`config.mk`:
```
export PLATFORM = sky130hd
export DESIGN_NAME = gnn_result_collector
export DESIGN_NICKNAME = d
export VERILOG_FILES = /design/src/rtl/gnn_result_collector.sv
export SDC_FILE = /design/constraint.sdc
export NUM_CORES = 1
export LEC_CHECK = 0
export BUFFER_PORTS_ARGS = -buffer_cell sky130_fd_sc_hd__buf_2
export CAP_MARGIN = 0
export CORE_AREA = 5 5 175 177
export CTS_CLUSTER_SIZE = 24
export DETAILED_ROUTE_END_ITERATION = 6
export DIE_AREA = 0 0 180 182
export GPL_TIMING_DRIVEN = 0
export HOLD_SLACK_MARGIN = 0.08
export PLACE_DENSITY = 0.54
export SLEW_MARGIN = 20
export SYNTH_ARGS = -nofsm -noshare
export SYNTH_HDL_FRONTEND = slang
export SYNTH_SLANG_ARGS = --single-unit
```
`constraint.sdc`:
```
create_clock -name clk -period 1.7 [get_ports clk]
set_clock_uncertainty 0.2 [all_clocks]
set_input_delay 0.085 -clock clk [delete_from_list [all_inputs] [get_ports clk]]
set_output_delay 0.085 -clock clk [all_outputs]
set_load 0.1 [all_outputs]
```
`src/rtl/gnn_result_collector.sv`:
```
// Collects the eight GNN results on their ready-flag rising edges, then streams them in slot order.
// Optional GNN_COLLECT_ARGMAX_EN adds per-node class outputs (out1 > out0) latched on drain entry.
module gnn_result_collector #(
    parameter int DW    = 21,
    parameter int NSLOT = 8,
    localparam int IW   = $clog2(NSLOT)
) (
    input  logic                    clk,
    input  logic                    rst_n,
    input  logic                    in_ready,
    input  logic [NSLOT*DW-1:0]     res_in,
    input  logic [NSLOT-1:0]        rdy_in,
    output logic                    m_valid,
    input  logic                    m_ready,
    output logic signed [DW-1:0]    m_data,
    output logic [IW-1:0]           m_idx,
    output logic                    m_last,
    output logic                    done,
    output logic                    busy,
`ifdef GNN_COLLECT_ARGMAX_EN
    output logic [NSLOT/2-1:0]      cls,
    output logic                    cls_valid,
`endif
    output logic                    ovf
);

    // Stream contract: a word transfers on any cycle where m_valid & m_ready are both high;
    // while m_valid is high and m_ready is low, m_data/m_idx/m_last are held unchanged.

    typedef enum logic [1:0] {ST_COLLECT, ST_DRAIN, ST_DONE} state_t;

    state_t            state_q, state_d;
    logic [IW-1:0]     idx_q, idx_d;
    logic [NSLOT-1:0]  rdy_q;
    logic [NSLOT-1:0]  captured_q, captured_d;
    logic [NSLOT-1:0]  rise_w, cap_w;
    logic [DW-1:0]     slot_q [NSLOT];
    logic [DW-1:0]     slot_d [NSLOT];
    logic              ovf_q, ovf_d;
`ifdef GNN_COLLECT_ARGMAX_EN
    logic [NSLOT/2-1:0] cls_q, cls_d;
`endif

    assign rise_w = rdy_in & ~rdy_q;

    always_ff @(posedge clk or negedge rst_n) begin
        if (!rst_n) begin
            state_q    <= ST_COLLECT;
            idx_q      <= '0;
            rdy_q      <= '0;
            captured_q <= '0;
            ovf_q      <= 1'b0;
            for (int k = 0; k < NSLOT; k++) slot_q[k] <= '0;
`ifdef GNN_COLLECT_ARGMAX_EN
            cls_q      <= '0;
`endif
        end else begin
            state_q    <= state_d;
            idx_q      <= idx_d;
            rdy_q      <= rdy_in;
            captured_q <= captured_d;
            ovf_q      <= ovf_d;
            for (int k = 0; k < NSLOT; k++) slot_q[k] <= slot_d[k];
`ifdef GNN_COLLECT_ARGMAX_EN
            cls_q      <= cls_d;
`endif
        end
    end

    always_comb begin
        state_d    = state_q;
        idx_d      = idx_q;
        captured_d = captured_q;
        ovf_d      = ovf_q;
        cap_w      = '0;
        case (state_q)
            ST_COLLECT: begin
                // A capturing edge wins over a same-cycle in_ready clear for its slot.
                cap_w      = rise_w & ~captured_q;
                captured_d = (in_ready ? '0 : captured_q) | cap_w;
                if (&captured_d) state_d = ST_DRAIN;
            end
            ST_DRAIN: begin
                if (|rise_w) ovf_d = 1'b1;
                if (m_ready) begin
                    if (idx_q == IW'(NSLOT - 1)) begin
                        idx_d   = '0;
                        state_d = ST_DONE;
                    end else begin
                        idx_d = idx_q + IW'(1);
                    end
                end
            end
            ST_DONE: begin
                cap_w      = rise_w;
                captured_d = rise_w;
                idx_d      = '0;
                state_d    = ST_COLLECT;
            end
            default: state_d = ST_COLLECT;
        endcase
        for (int k = 0; k < NSLOT; k++) begin
            slot_d[k] = cap_w[k] ? res_in[k*DW +: DW] : slot_q[k];
        end
    end

`ifdef GNN_COLLECT_ARGMAX_EN
    // Compare against slot_d so the final capture on the entry edge is included.
    always_comb begin
        cls_d = cls_q;
        if (state_q == ST_COLLECT && state_d == ST_DRAIN) begin
            for (int n = 0; n < NSLOT/2; n++) begin
                cls_d[n] = $signed(slot_d[2*n+1]) > $signed(slot_d[2*n]);
            end
        end
    end
`endif

    always_comb begin
        m_valid = (state_q == ST_DRAIN);
        busy    = (state_q == ST_DRAIN);
        done    = (state_q == ST_DONE);
        m_idx   = idx_q;
        m_last  = m_valid && (idx_q == IW'(NSLOT - 1));
        m_data  = m_valid ? slot_q[idx_q] : '0;
        ovf     = ovf_q;
`ifdef GNN_COLLECT_ARGMAX_EN
        cls       = cls_q;
        cls_valid = (state_q == ST_DRAIN) || (state_q == ST_DONE);
`endif
    end

endmodule

```
After elaboration in Yosys (flattened, before gate mapping)
Cells that the tools add are included.

storage, ports and cells
  register bits after elaboration = 190
  input port bits = 180
  output and inout bits = 29

cells by class
  $add $sub $neg = 1
  order comparisons = 1
  equal/unequal tests = 6
  mux-type cells = 14
  bitwise operators = 6
  reduce and logical (&&, ||, !) cells = 9

operators by type and width
  cell                 number
  $bmux 21 s3          1
  $mux 21              3
  $pmux 8 s2           2
  $and 8x8->8          2
  $not 8->8            2
  $mux 8               1
  $or 8x8->8           1
  $reduce_and 8->1     1
  $reduce_or 8->1      1
  $mux 2               3
  $mux 3               2
  $pmux 3 s2           1
  $ge 4x4->1 const B   1
  $ne 2x2->1 const B   2
  $not 3->4            1
  $pmux 2 s2           1
  $reduce_and 2->1     2
  $reduce_bool 2->1    2
  $add 3x1->3 const B  1
  $eq 3x3->1 const B   1
  $reduce_and 3->1     1
  $eq 2x1->1 const B   1
  $eq 2x2->1 const B   1
  $logic_not 2->1      1
  other kinds (2)      2

Logic depth before layout (Yosys ltp)
Gate-level depths: netlist (run 1).

  depth in word-level cells = 7
  gate-level depth with buffers = 6
  mapped depth without buffers = 5

Worst setup path before layout (run 1)
No wires, ideal clock.

  path type = reg2out
  from = register idx_q[1] (netlist: m_idx[1])
  to = output m_data[10]
  data arrival time = 3.160 ns
  data required time = 1.415 ns
  path slack = -1.745 ns
  cell stages (with the launch flop) = 6
  buffers on the path = 2
  cell sequence = dfrtp_1 buf_2 clkbuf_1 mux4_2 mux2i_1 nor2_1

between the ends
  cells in the longest elaborated chain, start to end = 5

ends and longest elaborated chain
  item                                         RTL line  RTL
  from (decl)                                  33        logic [IW-1:0] idx_q, idx_d;
  from (signal assigned)                       59        idx_q <= idx_d;
  $not 3->4 (implied by the code)              125       m_data = m_valid ? slot_q[idx_q] : '0;
  $bmux 21 s3                                  125
  $mux 21 (implied by the code) (2 in series)  125
  $mux 21                                      125
  to (decl)                                    15        output logic signed [DW-1:0] m_data,

No other way between the ends. The select of a mux whose other input is x is not followed.

Worst setup path after layout (run 1)
  from = register idx_q[0] (netlist: m_idx[0])
  to = output m_data[13]

Same word-level chain as after synthesis.

==> results.toml, run 1 <==
[worst_setup_path]
cp_data_required_time_ns = 1.41
slowest_stage = "mux4_2"
r2r-start = "state_q[1]$_DFFE_PN0P_"
cpMostUsedCell = "buf_12"
cp-start-kind = "flop"
reg2reg_to = "slot_q[6]$_DFFE_PN0P_"
r2r_cells = 8
critical_path_class = "flop to output pin"
path_max_fanout = 8
slowest_delay_ns = 0.55
cp-end-kind = "output pin"
crit_path_cell_trace = "buf_12 > buf_12 > mux4_2 > mux2i_2 > nor2_4 > buf_12"
crit_arrival_ns = 2.21
reg2reg_slack_ns = -0.35

[clock_network]
htree_num_levels = 4
cts_made_buffers = 17
clk_path_buf_depth = 2
clock_latency_ns = 0.45
cts_sinks = 190
root_buffer = "clkbuf_16"
path_clk_slew_ns = 0.09
cts_tree = "built"

[logic_synthesis]
synthSimpleGateAreaFrac_pct = 3.403
synth_xor_area_share_pct = 0
synth_top_area_share_pct = 55.73
netlist-cell-type-count = 35
synth_edf_count = 0
seq_area_frac_synth_pct = 55.73
yosys.area_share.adder_pct = 0.2933
synth_area_per_cell_um2 = 15.32
synth-async-reset-ratio_pct = 100.0
synth_flop_cell = "dfrtp_1"
synthTopCellsByCount = "dfrtp_1, mux2_2, mux4_2, nor2_1, mux2i_1"
syn_nets = 739
yosysTopAreaCell = "dfrtp_1"
netlist_top_cells_area = "dfrtp_1, mux2_2, mux4_2"
yosysMostFrequentCell = "dfrtp_1"
netlist_area_um2 = 8531
synth_compound_area_share_pct = 2.053
synth_top_family_by_area = "multiplexers"
ys_warn_count = 0
syn_inst = 557
ys_ff_latch = 190
synth.area.mux_share_pct = 35.85

[grt]
top_usage_layer = "met2"
antenna_found_initial = 1
grt_overflow = 0
grt_pass1_wl_um = 44220
grt_use_total_pct = 17.63
grt.met2_usage_pct = 29.15
grt_pass1_vias = 7413
grt_max_degree = 94
grt_util_met1_pct = 23.19
gr-usage-met3_pct = 4.507

[pwr]
p_sw_mw = 10.59
power.density_nw_per_um2 = 1856
power_frac_seq_pct = 28.9
p_int_mw = 16.87
finalPower_mw = 27.46
leakagePower_nw = 6.739
share_comb_of_total_power_pct = 56.4
ir_drop_v = 0.001491
swShare_pct = 38.56
p_clk_share_pct = 14.7

[routing]
wl_um = 30650
via_per_inst = 4.672
routedWlPerCell_um = 21.43
antenna_left = 0
vias = 6681
remaining_drc_errors = 0
drtIter0Drc = 273
firstDrtPassIters = 4

[min_path]
hold_path_class = "input port to flop"
whs_path_depth = 3
hp-start = "res_in[18]"
min_to = "slot_q[165]$_DFFE_PN0P_"

[placed_design]
gp_congestion = 0.8242
hpwl_um = 18500
portBuffers = 208
place_ws_ns = -0.6826
place_area_um2 = 10480

[floorplanning]
core_um2 = 29090
fp-row-count = 63
num_io_pins = 209
die_w_um = 180
die-area_um2 = 32760
dieHeight_um = 182
start_util_pct = 29.33

[timing]
period_needed_ns = 2.499
finalHoldViolCount = 0
drv_slew = 0
whs_ns = 0.2007
fmaxAchievable_ghz = 0.4002
max_slew_margin_pct = 67.81
rsz0062_at_grt = "yes"
fin_ws_ns = -0.7989
setup_violations = 203
final.period_utilization_pct = 147.0
worst_pin_slew_ns = 0.4862

[run_status]
status = "finished, violations left"
violations = "setup timing"

[cells_and_area]
syn_to_final_growth_pct = 73.41
design_area_um2 = 14790
drive_above_1_share_pct = 58.42
nFillCells = 2397
finalNetCount = 1208

[flow_run]
max-cap-violations = 0
[critical path: cells and delay by family (launching register included)]
kind                   cells  cell delay, ns
AND/OR/NAND/NOR            1            0.07
multiplexers               2            0.78
flip-flops                 1            0.43
buffers and inverters      3            0.48
[layer usage]
metal | part of all wire, % | wire length, µm
met5 | 0 | 0
met1 | 44 | 13430
met3 | 5.2 | 1594
met4 | 1.7 | 529
met2 | 49 | 15100
[area by class of cell]
cell class | instances | area (µm²) | share of cell area [%]
sequential | 190 | 4767 | 32.23
multi-input combinational | 323 | 4414 | 29.84
buffer | 34 | 524.3 | 3.544
timing repair buffer | 451 | 3983 | 26.92
clock inverter | 14 | 143.9 | 0.9727
antenna | 1 | 2.502 | 0.01692
clock buffer | 18 | 429.2 | 2.901
tap | 390 | 488.0 | 3.299
inverter | 9 | 41.29 | 0.2791
[layout by cell type (no fill, tap or decap), types with 4 or more instances in the layout]
master and count:
buf_12 37, buf_2 181, nand2b_1 9, mux2i_2 10, mux4_2 42, dlygate4sd3_1 188, buf_4 25, nor2_1 4
nor2_4 22, dfrtp_1 186, buf_8 8, inv_6 6, mux2_2 74, nand2_1 15, mux2i_4 11, buf_6 29
inv_1 7, clkbuf_16 25, o21ai_4 5, mux2_4 91
[registers in the layout (all words and copies together) (netlist names)]
signal / count
rdy_q: 8
ovf: 1
slot_q: 168
captured_q: 8
m_idx: 3
state_q: 2
[metrics by stage]
stage | utilization [%] | setup TNS [ns] | std cells
finish | 50.86 | -63.93 | 1430
global route | 50.86 | -71.05 | 1430
CTS | 47.72 | -53.09 | 1402
detailed placement | 36.01 | -88.83 | 1157
global placement | 35.79 | -683.45 | 1155
floorplan | - | -11.07 | 557
[worst max-delay path by stage]
stage | start | endpoint | slack (ns) | cells past startpoint
final | m_idx[0]$_DFFE_PN0P_ | m_data[13] | -0.80 | 6
after global routing | m_idx[0]$_DFFE_PN0P_ | m_data[9] | -0.89 | 6
after CTS | m_idx[0]$_DFFE_PN0P_ | m_data[5] | -0.85 | 6
after detailed placement | m_idx[1]$_DFFE_PN0P_ | m_data[3] | -0.68 | 6
after global placement | rst_n | m_idx[1]$_DFFE_PN0P_ | -3.81 | 1
after floorplan | m_idx[0]$_DFFE_PN0P_ | m_data[10] | -0.47 | 5
[cell families (layout without fill, tap and decap cells)]
logic type	after synthesis	after routing
buf+inv	44	526
compound gates	25	25
simple gates	64	64
fa+ha+maj	2	2
mux	232	232
other cells	0	1
flops	190	190
[timing repair]
action | CTS | global route
cloned | 1 | 8
endpoints found under the setup margin | 201 | 223
pin swaps | 13 | 12
hold buffers | 188 | 1
buffers inserted | 24 | 25
gates resized for setup | 194 | 143
endpoints found under the hold margin | 380 | 19
[power by group through the flow]
| stage | Clock, mW | Sequential, mW | Combinational [mW] |
|---|---|---|---|
| finish | 4.04 | 7.93 | 15.5 |
| global route | 4.29 | 8.15 | 16.3 |
| CTS | 4.15 | 7.85 | 13.8 |
| detailed placement | 0 | 7.90 | 11.6 |
| global placement | 0 | 7.83 | 11.4 |
| floorplan | 0 | 7.73 | 9.09 |
No activity file was read; power rests on OpenSTA's default activity.
==> run 2, diff against run 1 <==
- ABC_AREA: not set -> 1
- CORE_AREA: 5 5 175 177 -> 5 5 181 183
- DIE_AREA: 0 0 180 182 -> 0 0 186 188
==> run 2 against run 1 <==
Net effect: the run still ends with setup timing left; flip-flop and latch count stayed put; cell count is 45% higher; non-clock buffer count is 1 higher; largest cell class unchanged; first-iteration DRC count is 61% higher.
==> results.toml, run 2 <==
[run_status]
status = "finished, violations left"
violations = "setup timing"

[worst_setup_path]
cp-start-kind = "flop"
slowest_stage = "dfrtp_4"
crit_arrival_ns = 2.10
critPathTopFamily = "buffers and inverters"
critical_path_class = "flop to output pin"
slowest_delay_ns = 0.43
timing.critical_path.buf_inv = 5
cp_data_required_time_ns = 1.41
path_max_fanout = 8
crit_path_cell_trace = "buf_8 > inv_6 > buf_12 > bufbuf_16 > nand2_2 > nand3_2 > nand3_2 > nand2_2 > nor2_4 > buf_12"
cp-end-kind = "output pin"

[pwr]
power_frac_seq_pct = 40.8
ir_drop_v = 0.0006306
p_int_mw = 9.310
swShare_pct = 33.85
share_comb_of_total_power_pct = 30.2
p_sw_mw = 4.765
leakagePower_nw = 7.218
power.density_nw_per_um2 = 957.0
finalPower_mw = 14.07
p_clk_share_pct = 28.9

[logic_synthesis]
syn_nets = 1402
synth_top_area_share_pct = 51.85
synth_area_per_cell_um2 = 7.516
seq_area_frac_synth_pct = 51.85
syn_inst = 1220
ys_ff_latch = 190
synthTopCellsByCount = "nand2_1, inv_1, dfrtp_1, nor2_1, o21ai_0"
synth_edf_count = 0
netlist_top_cells_area = "dfrtp_1, nand2_1, inv_1"
yosysMostFrequentCell = "nand2_1"
yosysTopAreaCell = "dfrtp_1"
synth_flop_cell = "dfrtp_1"
netlist_area_um2 = 9170
synth-async-reset-ratio_pct = 100.0
ys_warn_count = 0
netlist-cell-type-count = 25

[timing]
period_needed_ns = 2.382
whs_ns = 0.1049
max_slew_margin_pct = 64.18
fmaxAchievable_ghz = 0.4199
drv_slew = 0
fin_ws_ns = -0.6816
worst_pin_slew_ns = 0.5373
finalHoldViolCount = 0
finalSetupTns_ns = -14.24
final.period_utilization_pct = 140.1
rsz0062_at_grt = "yes"
setup_violations = 28

[floorplanning]
fp-row-count = 65
die-area_um2 = 34970
core_um2 = 31070
dieHeight_um = 188
num_io_pins = 209
die_w_um = 186
start_util_pct = 29.52

[grt]
grt_pass1_wl_um = 50790
grt_max_degree = 94
grt_use_total_pct = 18.56
grt_overflow = 0
antenna_found_initial = 1
grt_pass1_vias = 9268

[cells_and_area]
nFillCells = 3045
syn_to_final_growth_pct = 60.38
drive_above_1_share_pct = 27.88
regMostFlops = "slot_q"
reg.largest.list = "slot_q x168, captured_q x8, rdy_q x8"
design_area_um2 = 14710
layout_commonest_cell = "nand2_1"
regArea_um2 = 4767
layout.cells.non_filler = 2071
layout_common_cells = "nand2_1, inv_1, buf_2"
largest_reg_flops = 168
utilization_pct = 47.34
finalNetCount = 1837
multi_input_area_um2 = 3894

[min_path]
hold_path_class = "input port to flop"

[routing]
vias = 9024
firstDrtPassIters = 5
wl_um = 32700
via_per_inst = 4.357
antenna_left = 0
routedWlPerCell_um = 15.79
drtIter0Drc = 439
remaining_drc_errors = 0

[placed_design]
dp.cells = 1832
gp_congestion = 0.8456
place_area_um2 = 11150
hpwl_um = 23630
portBuffers = 208
place_ws_ns = -0.7399

[flow_run]
max-cap-violations = 0

[clock_network]
clk_path_buf_depth = 2
clock_latency_ns = 0.43
htree_num_levels = 4
cts_tree = "built"
path_clk_slew_ns = 0.07
cts_sinks = 190
cts_made_buffers = 17
root_buffer = "clkbuf_16"
[run 2: cell count changes after synthesis, moves of 26 or more]
| cell | delta |
|---|---|
| nor2_1 | +147 |
| inv_1 | +186 |
| clkbuf_1 | +26 |
| nand3_1 | +70 |
| nand2_1 | +240 |
| mux2_2 | -165 |
| o21ai_0 | +117 |
| mux4_2 | -42 |
| a21oi_1 | +104 |
[run 2: path summary, 6_finish.rpt]
kind / from / to / slack (ns) / depth (start not counted)
max: m_idx[0]$_DFFE_PN0P_ / m_data[16] / -0.68 / 10
min: rdy_in[7] / rdy_q[7]$_DFF_PN0_ / 0.10 / 2
max reg2reg: m_idx[0]$_DFFE_PN0P_ / m_idx[0]$_DFFE_PN0P_ / -0.15 / 9
min reg2reg: slot_q[92]$_DFFE_PN0P_ / slot_q[92]$_DFFE_PN0P_ / 0.29 / 2
max in group asynchronous: rst_n / captured_q[1]$_DFFE_PN0P_ / 0.14 / 4
min in group asynchronous: rst_n / captured_q[0]$_DFFE_PN0P_ / 0.58 / 4
[run 2: cell families after synthesis]
kind of cell,synth area share [%]
adder cells (fa/ha/maj),0.2728
flip-flops,51.85
AND/OR/NAND/NOR,21.99
AO/OA/AOI/OAI,14.41
buffers and inverters,11.47
[run 2: power by group through the flow]
stage | registers [mW] | logic [mW] | clock network [mW]
3_5_place_dp | 5.83 | 3.43 | 0
4_1_cts | 5.74 | 4.08 | 4.18
3_3_place_gp | 5.81 | 3.35 | 0
2_1_floorplan | 5.80 | 2.31 | 0
6_report | 5.75 | 4.26 | 4.07
5_1_grt | 5.84 | 4.76 | 4.34
[run 2: worst register-to-register path, stage by stage (launching register included)]
cell and delay, ns:
dfrtp_4 0.50, buf_4 0.14, buf_6 0.11, ha_1 0.19
ha_2 0.17, inv_2 0.09, buf_6 0.10, buf_6 0.09
nand2_1 0.04, a22oi_1 0.13
[run 2: area by class of cell]
| cell class | instances | share of cell area [%] |
|---|---|---|
| Timing Repair Buffer | 416 | 24.43 |
| Clock inverter | 14 | 1.029 |
| Multi-Input combinational cell | 762 | 26.48 |
| Buffer | 70 | 4.126 |
| Inverter | 198 | 5.173 |
| Tap cell | 402 | 3.420 |
| Clock buffer | 18 | 2.918 |
| Antenna cell | 1 | 0.01702 |
| Sequential cell | 190 | 32.41 |
[run 2: routing by layer]
metal / part of all wire, % / track usage, %
met1: 46 / 25.56
met2: 48 / 30.82
met3: 3.8 / 2.173
met4: 2.2 / 5.241
met5: 0 / 0
[run 2: repair_timing]
action | in CTS | in global routing
cloned | 2 | 3
setup buffers | 16 | 5
hold buffers | 181 | 0
gates resized for setup | 215 | 77
hold endpoints to repair | 380 | 0
pin swaps | 30 | 36
endpoints found under the setup margin | 197 | 104
